==> src/rtl/median_pkg.sv <==
// rtl/median_pkg.sv - shared constants and state encoding for the 3-tap median stream
package median_pkg;

  localparam int WIDTH_DEFAULT = 4;

  // Window fill level; encoding fixed at 0/1/2 for register-map compatibility.
  typedef enum logic [1:0] {
    FILL0  = 2'd0,
    FILL1  = 2'd1,
    STREAM = 2'd2
  } state_e;

endpackage

==> src/rtl/median3.sv <==
// rtl/median3.sv - purely combinational unsigned median of three WIDTH-bit values
module median3
  import median_pkg::*;
#(
  parameter int WIDTH = WIDTH_DEFAULT
) (
  input  logic [WIDTH-1:0] a,
  input  logic [WIDTH-1:0] b,
  input  logic [WIDTH-1:0] c,
  output logic [WIDTH-1:0] median
);

  always_comb begin
    median = b;
    if (a >= b) begin
      if (b >= c)      median = b;
      else if (a >= c) median = c;
      else             median = a;
    end else begin
      if (a >= c)      median = a;
      else if (b >= c) median = c;
      else             median = b;
    end
  end

endmodule

==> src/rtl/median3_stream_ctrl.sv <==
// rtl/median3_stream_ctrl.sv - 3-tap sliding-window median filter with a valid/ready output register
module median3_stream_ctrl
  import median_pkg::*;
#(
  parameter int WIDTH = WIDTH_DEFAULT,
  parameter int CNT_W = 16
) (
  input  logic             clk,
  input  logic             rst,
  input  logic             in_valid,
  input  logic [WIDTH-1:0] in_data,
  output logic             in_ready,
  input  logic             flush,
  output logic             out_valid,
  output logic [WIDTH-1:0] out_median,
  input  logic             out_ready,
  output logic [CNT_W-1:0] out_count,
  output logic             warm
);

  state_e           state_q, state_d;
  logic [WIDTH-1:0] w0_q, w0_d, w1_q, w1_d;
  logic [WIDTH-1:0] median_q, median_d, med_w;
  logic             valid_q, valid_d;
  logic [CNT_W-1:0] count_q, count_d;
  logic             accept, consume;

  median3 #(.WIDTH(WIDTH)) u_median3 (
    .a      (w0_q),
    .b      (w1_q),
    .c      (in_data),
    .median (med_w)
  );

  assign in_ready   = !valid_q || out_ready;
  assign accept     = in_valid && in_ready;
  assign consume    = valid_q && out_ready;
  assign out_valid  = valid_q;
  assign out_median = median_q;
  assign out_count  = count_q;
  assign warm       = (state_q == STREAM);

  always_comb begin
    state_d  = state_q;
    w0_d     = w0_q;
    w1_d     = w1_q;
    median_d = median_q;
    valid_d  = valid_q;
    count_d  = count_q;

    if (consume) begin
      valid_d = 1'b0;
      count_d = count_q + CNT_W'(1);
    end

    // Flush drops a coincident sample but leaves any pending result intact.
    if (flush) begin
      state_d = FILL0;
      w0_d    = '0;
      w1_d    = '0;
    end else if (accept) begin
      case (state_q)
        FILL0: begin
          w1_d    = in_data;
          state_d = FILL1;
        end
        FILL1: begin
          w0_d    = w1_q;
          w1_d    = in_data;
          state_d = STREAM;
        end
        STREAM: begin
          median_d = med_w;
          valid_d  = 1'b1;
          w0_d     = w1_q;
          w1_d     = in_data;
        end
        default: state_d = FILL0;
      endcase
    end
  end

  always_ff @(posedge clk) begin
    if (rst) begin
      state_q  <= FILL0;
      w0_q     <= '0;
      w1_q     <= '0;
      median_q <= '0;
      valid_q  <= 1'b0;
      count_q  <= '0;
    end else begin
      state_q  <= state_d;
      w0_q     <= w0_d;
      w1_q     <= w1_d;
      median_q <= median_d;
      valid_q  <= valid_d;
      count_q  <= count_d;
    end
  end

endmodule

==> config.mk <==
export PLATFORM = sky130hd
export DESIGN_NAME = median3_stream_ctrl
export DESIGN_NICKNAME = d
export VERILOG_FILES = /design/src/rtl/median_pkg.sv /design/src/rtl/median3.sv /design/src/rtl/median3_stream_ctrl.sv
export SDC_FILE = /design/constraint.sdc
export NUM_CORES = 1
export LEC_CHECK = 0
export ABC_CLOCK_PERIOD_IN_PS = 3170
export BUFFER_PORTS_ARGS = -buffer_cell sky130_fd_sc_hd__buf_2
export CORE_MARGIN = 2
export CORE_UTILIZATION = 50
export CTS_BUF_LIST = sky130_fd_sc_hd__clkbuf_8 sky130_fd_sc_hd__clkbuf_16
export CTS_CLUSTER_SIZE = 25
export DETAILED_ROUTE_END_ITERATION = 12
export PLACE_DENSITY = 0.73
export SLEW_MARGIN = 20
export SYNTH_ARGS = -nofsm -noshare
export SYNTH_HDL_FRONTEND = slang
export SYNTH_SLANG_ARGS = --single-unit
==> constraint.sdc <==
create_clock -name clk -period 3.17 [get_ports clk]
set_input_delay 0.1585 -clock clk [delete_from_list [all_inputs] [get_ports clk]]
set_output_delay 0.1585 -clock clk [all_outputs]
set_load 0.005 [all_outputs]
# Word level (Yosys, flattened, before mapping)
# Cells that the tools add are included.
[totals]
elab_cells = 36
inputBits = 9
regBits = 31
[op_classes]
n_bitwise = 2
n_lt_le_gt_ge = 3
add_sub_neg = 1
reduce_logical = 12
muxes = 10
n_eq_ne = 2
[op_table]
columns = ["operator", "n"]
rows = [
  ["$mux W4", 5],
  ["$add A16 B1 Y16 const B", 1],
  ["$ge A4 B4 Y1", 3],
  ["$pmux W2 S3", 1],
  ["$reduce_and A2 Y1", 3],
  ["$mux W1", 4],
  ["$reduce_or A2 Y1", 2],
  ["$reduce_and A3 Y1", 1],
  ["$reduce_or A3 Y1", 1],
  ["$eq A2 B1 Y1 const B", 1],
  ["$eq A2 B2 Y1 const B", 1],
  ["$logic_and A1 B1 Y1", 2],
  ["$logic_not A2 Y1", 1],
  ["$not A1 Y1", 2],
  ["$logic_not A1 Y1", 1],
  ["$logic_or A1 B1 Y1", 1],
]

# Depth between registers and ports, before layout
[logic_depth]
ltp_word = 5
ltp_mapped = 10
depth_no_buf = 8

# Cells and area by module
# A second synthesis with hierarchy kept.
[hier_totals]
cells_unflattened = 193
area_unflattened_um2 = 1745.4
[by_module_without_submodules]
columns = ["module", "area_per_inst_um2", "cells_per_inst", "seq_area_each_um2", "n_inst"]
rows = [
  ["median3_stream_ctrl", 1330.0, 140, 620.6, 1],
  ["median3", 415.4, 53, 0.0, 1],
]

# Worst setup path after synthesis
# OpenSTA, ideal clock, no wires.
[synth_path]
kind = "flip-flop to flip-flop"
start = "register w1_q[0]"
end = "register median_q[2] (netlist: out_median[2])"
arrival_ps = 2106
period_less_slack_ps = 2194
setup_time_ps = 88
required_ps = 3082
stages_incl_launch_ff = 11
slack_ps = 976
cell_sequence = "dfxtp_1 inv_1 ha_1 nand2b_4 a2111oi_2 or3_1 buf_6 buf_12 mux2i_1 a211o_1 a311oi_2"
[synth_between]
elab_chain_cells = 4
elab_cells_between_ends = 6
[synth_lines]
columns = ["element", "line_no", "source"]
rows = [
  ["start, declared", "median3_stream_ctrl.sv:22", "logic [WIDTH-1:0] w0_q, w0_d, w1_q, w1_d;"],
  ["start signal, assigned", "median3_stream_ctrl.sv:94", "w1_q <= w1_d;"],
  ["$ge A4 B4 Y1", "median3.sv:16, median3.sv:21", ""],
  ["$mux W4", "median3.sv:21", "else if (b >= c) median = c;"],
  ["$mux W4", "median3.sv:20", "if (a >= c) median = a;"],
  ["$mux W4 (*)", "median3.sv:15", "if (a >= b) begin"],
  ["end signal, assigned", "median3_stream_ctrl.sv:95", "median_q <= median_d;"],
  ["end, declared", "median3_stream_ctrl.sv:23", "logic [WIDTH-1:0] median_q, median_d, med_w;"],
]
# Mark *: on every way between the ends. The rest lies on a longest branch, timed or not.
# A chain may end at the register's enable or synchronous reset.

# Worst setup path in the final report
[layout_path]
start = "register w1_q[0]"
end = "register median_q[3] (netlist: out_median[3])"
# The elaborated chain is that of the path after synthesis.

==> out/results.txt <==
The floorplan step defined a core boundary enclosing 3420 um2. In this design, the stage delay of the slowest critical-path cell is 450 ps. The number of failing setup endpoints in the final timing report was 0. Counting every net in the synthesized netlist gives 235. The tools report the final estimated routing congestion in global placement as 0.825. The most critical setup path has its startpoint at w1_q[0]. The routed design uses 141 um of met3 wire.

Number of global-route vias before repair: 1395. The clock latency at the later pin of the worst-skew pair was 290 ps. Sorting the synthesized cells by area gives the leading types as dfxtp_1, ha_1, nor2_1.

Setup repair after global routing left no endpoint under its margin. The tools report the summed negative setup slack over all endpoints as 0 ps. The via count normalized by instance count is 5.24, and the pin count of the biggest net entering global routing is 23. The share of layout cells above drive strength 1 came out at 17.9%.

The biggest area contributor in the post-synthesis netlist is dfxtp_1. The post-synthesis average cell area is 8.64 um2, and the number of cells traversed by the worst register-to-register path is 8. The arrival time of data at the critical path endpoint is 2660 ps, and the via total after detailed routing is 1498. The area after detailed placement is 1940 um2. The kind of end point of the critical path was a register. Summing all non-filler instances in the final layout gives an area of 2020 um2.

Relative to the synthesized area, the layout overhead comes to 12.0%. The tools report the number of DRC violations after detailed routing as 0. In this run the most critical hold path is launched from in_data[3]. STA puts the critical path data required time at 3370 ps. Signal routing reaches up to met4. After the first detailed-routing iteration, the DRC count stood at 67. The classification of the worst-slack hold path is in2reg. The max-slew violation total from the final report is 0, and the depth of the CTS H-tree is 2. Post-CTS repair changed the size of 0 cells.

The signal on the critical path passes through inv_1, ha_1, nand2b_4, a2111oi_2, or3_1, mux2i_1, a211o_1, a311oi_2. Dominant synthesized flop cell: dfxtp_1. The starting utilization of the core area was 52.9%. In the global route stage, overall resource usage came out at 19.1%. In this run the worst path has a maximum fanout of 12. The met2 wire length was 1590 um. The final antenna diode count is 0. The cell area that synthesis handed to floorplanning was 1810 um2.

The post-route total power is 0.753 mW. Between clock sinks in the finished design, the worst skew comes to 3.47 ps. The worst setup path is launched from a register.

Ratio of final minimum period to clock period: 77.6%. The worst hold path was traced through 3 stages. The top cell types in the final layout, fill and taps aside, are nor2_1, buf_2, dfxtp_1. The die covers 4110 um2.

The logs give 0 for the final number of hold-violating endpoints and 31 for the clock sink count. The number of register bits inferred by synthesis is 31. The worst setup path is of the reg2reg kind.

The flow ran to the end, and the final reports show no timing, DRC or antenna violations. The clock transition time at the flip-flop clock pins of the worst setup and hold paths was 60 ps; the first-pass GRT wire length was 6120 um. Detailed placement finished with a half-perimeter wire length of 2550 um. The tools report the TritonCTS buffer count as 5. The standard-cell row count was 21; the remaining antenna violation count was 0.

Max-cap violations in this run came to 0. Headroom to the max-slew limit came out at 58.7%. The tools report the first-pass iteration count of the detailed router as 4. The net count reported at finish is 265. For the number of antenna violations at the first check in global routing, the log shows 0. The sum of routed wire segments on met1 is 1630 um. Summed over its instances, the top area cell type makes up 34.3% of the synthesized netlist area. The logs give 0 for the leftover overflow at the end of global routing and 32 for the number of top-level design ports. In this run the static leakage power is 0.938 nW. In the final routed layout, each cell accounts on average for 12.0 um.

Measured along the y axis, the die boundary spans 64.1 um. For the number of buffers added to fix hold violations after cts, the log shows 0. The warning count from the yosys run is 0, and the clock period minus worst slack is 2460 ps. The worst ir drop on vdd is 0.000270 V.

At the pin with the least slew margin, the transition time is 616 ps. Start of the worst register-to-register path: w1_q[0]. The most common cell after layout, fill and taps aside was nor2_1.

The power density of the placed cells was 372 nW/um2; the total routed wirelength was 3430 um. Of the synthesized area, sequential elements account for 34.3%. Synthesis produced a netlist whose cell count is 209. TritonCTS built the clock tree. After synthesis, the netlist uses 33 different library cells. Post-CTS timing repair inserted 0 buffers for setup. The async set or reset register ratio after synthesis was 0%; the number of flops mapped to enable cells by yosys was 0. For this run, the top clock speed supported by timing is 407 MHz. The area of the multi-input gates came out at 1060 um2. The footprint of the flip-flops and latches was 621 um2. The horizontal extent of the die was 64.1 um. The clock root buffer was clkbuf_8. The maximum count of clock buffers along a single path is 2, and the count of port buffers added during placement is 31. After filler insertion, the fill cell instance count of the layout stands at 335.

The slowest stage of the critical path belongs to the cell or3_1.
==> critical path: cells and delay by family, from the launching register on <==
family,cells,cell delay (ps)
AO/OA/AOI/OAI,3,900
AND/OR/NAND/NOR,2,590
adder cells (fa/ha/maj),1,270
multiplexers,1,140
flip-flops,1,390
buffers and inverters,1,80
==> Yosys cell counts, drive strengths merged, types with 2 or more instances <==
| master | n |
|---|---|
| nand3 | 3 |
| inv | 12 |
| a21oi | 13 |
| ha | 17 |
| nand2b | 3 |
| nor2 | 43 |
| buf | 5 |
| nor3 | 2 |
| mux2i | 9 |
| clkbuf | 3 |
| a211o | 8 |
| xor2 | 9 |
| nor2b | 2 |
| xnor2 | 5 |
| nand2 | 14 |
| a311oi | 4 |
| a2111oi | 2 |
| o21ai | 8 |
| or3 | 3 |
| and3 | 2 |
| and2 | 2 |
| and4 | 2 |
| nand4 | 3 |
| dfxtp | 31 |
==> power breakdown <==
part           internal [mW]  switching [mW]
Sequential             0.392         0.00353
Clock                  0.147           0.142
Combinational         0.0284          0.0392
Total                  0.568           0.185
==> per-stage QoR <==
step | instances | hold slack (ps) | worst slack (ps) | utilization, %
2_1_floorplan | 209 | 231 | 976 | -
3_3_place_gp | 278 | 457 | 739 | 56.8
3_5_place_dp | 278 | 453 | 703 | 56.8
4_1_cts | 286 | 152 | 682 | 59.2
5_1_grt | 286 | 177 | 461 | 59.2
6_report | 286 | 154 | 712 | 59.2
==> state kept, by name, summed over array words and instances (netlist names) <==
| register | count |
|---|---|
| out_valid | 1 |
| w1_q | 4 |
| state_q | 2 |
| out_count | 16 |
| w0_q | 4 |
| out_median | 4 |
==> kinds of logic (layout without fill, tap and decap cells) <==
logic type	after synthesis	after routing	synth area share, %
AO/OA/AOI/OAI	37	37	14.5
buffers and inverters	20	51	6.79
XOR/XNOR	14	14	6.79
multiplexers	9	9	4.99
flip-flops	31	31	34.3
AND/OR/NAND/NOR	81	81	20.8
adder cells (fa/ha/maj)	17	17	11.8
==> layout make-up <==
type / count / share of cell area [%]
Timing Repair Buffer: 31 / 7.67
Sequential cell: 31 / 30.7
Clock buffer: 5 / 3.40
Clock inverter: 3 / 0.618
Multi-Input combinational cell: 158 / 52.6
Tap cell: 46 / 2.84
Inverter: 12 / 2.23
==> worst paths after layout <==
| kind | end | slack [ps] |
|---|---|---|
| setup / recovery | out_median[3] | 710 |
| hold / removal | w1_q[3] | 150 |
| setup reg to reg | out_median[3] | 710 |
| hold reg to reg | out_median[1] | 490 |
==> layer usage <==
layer | up-vias | GRT usage (%)
li1 | 775 | -
met1 | 691 | 24.3
met2 | 24 | 29.9
met3 | 8 | 4.93
met4 | 0 | 9.57
met5 | - | 0
Note: power is estimated with default switching activity, not from simulation.
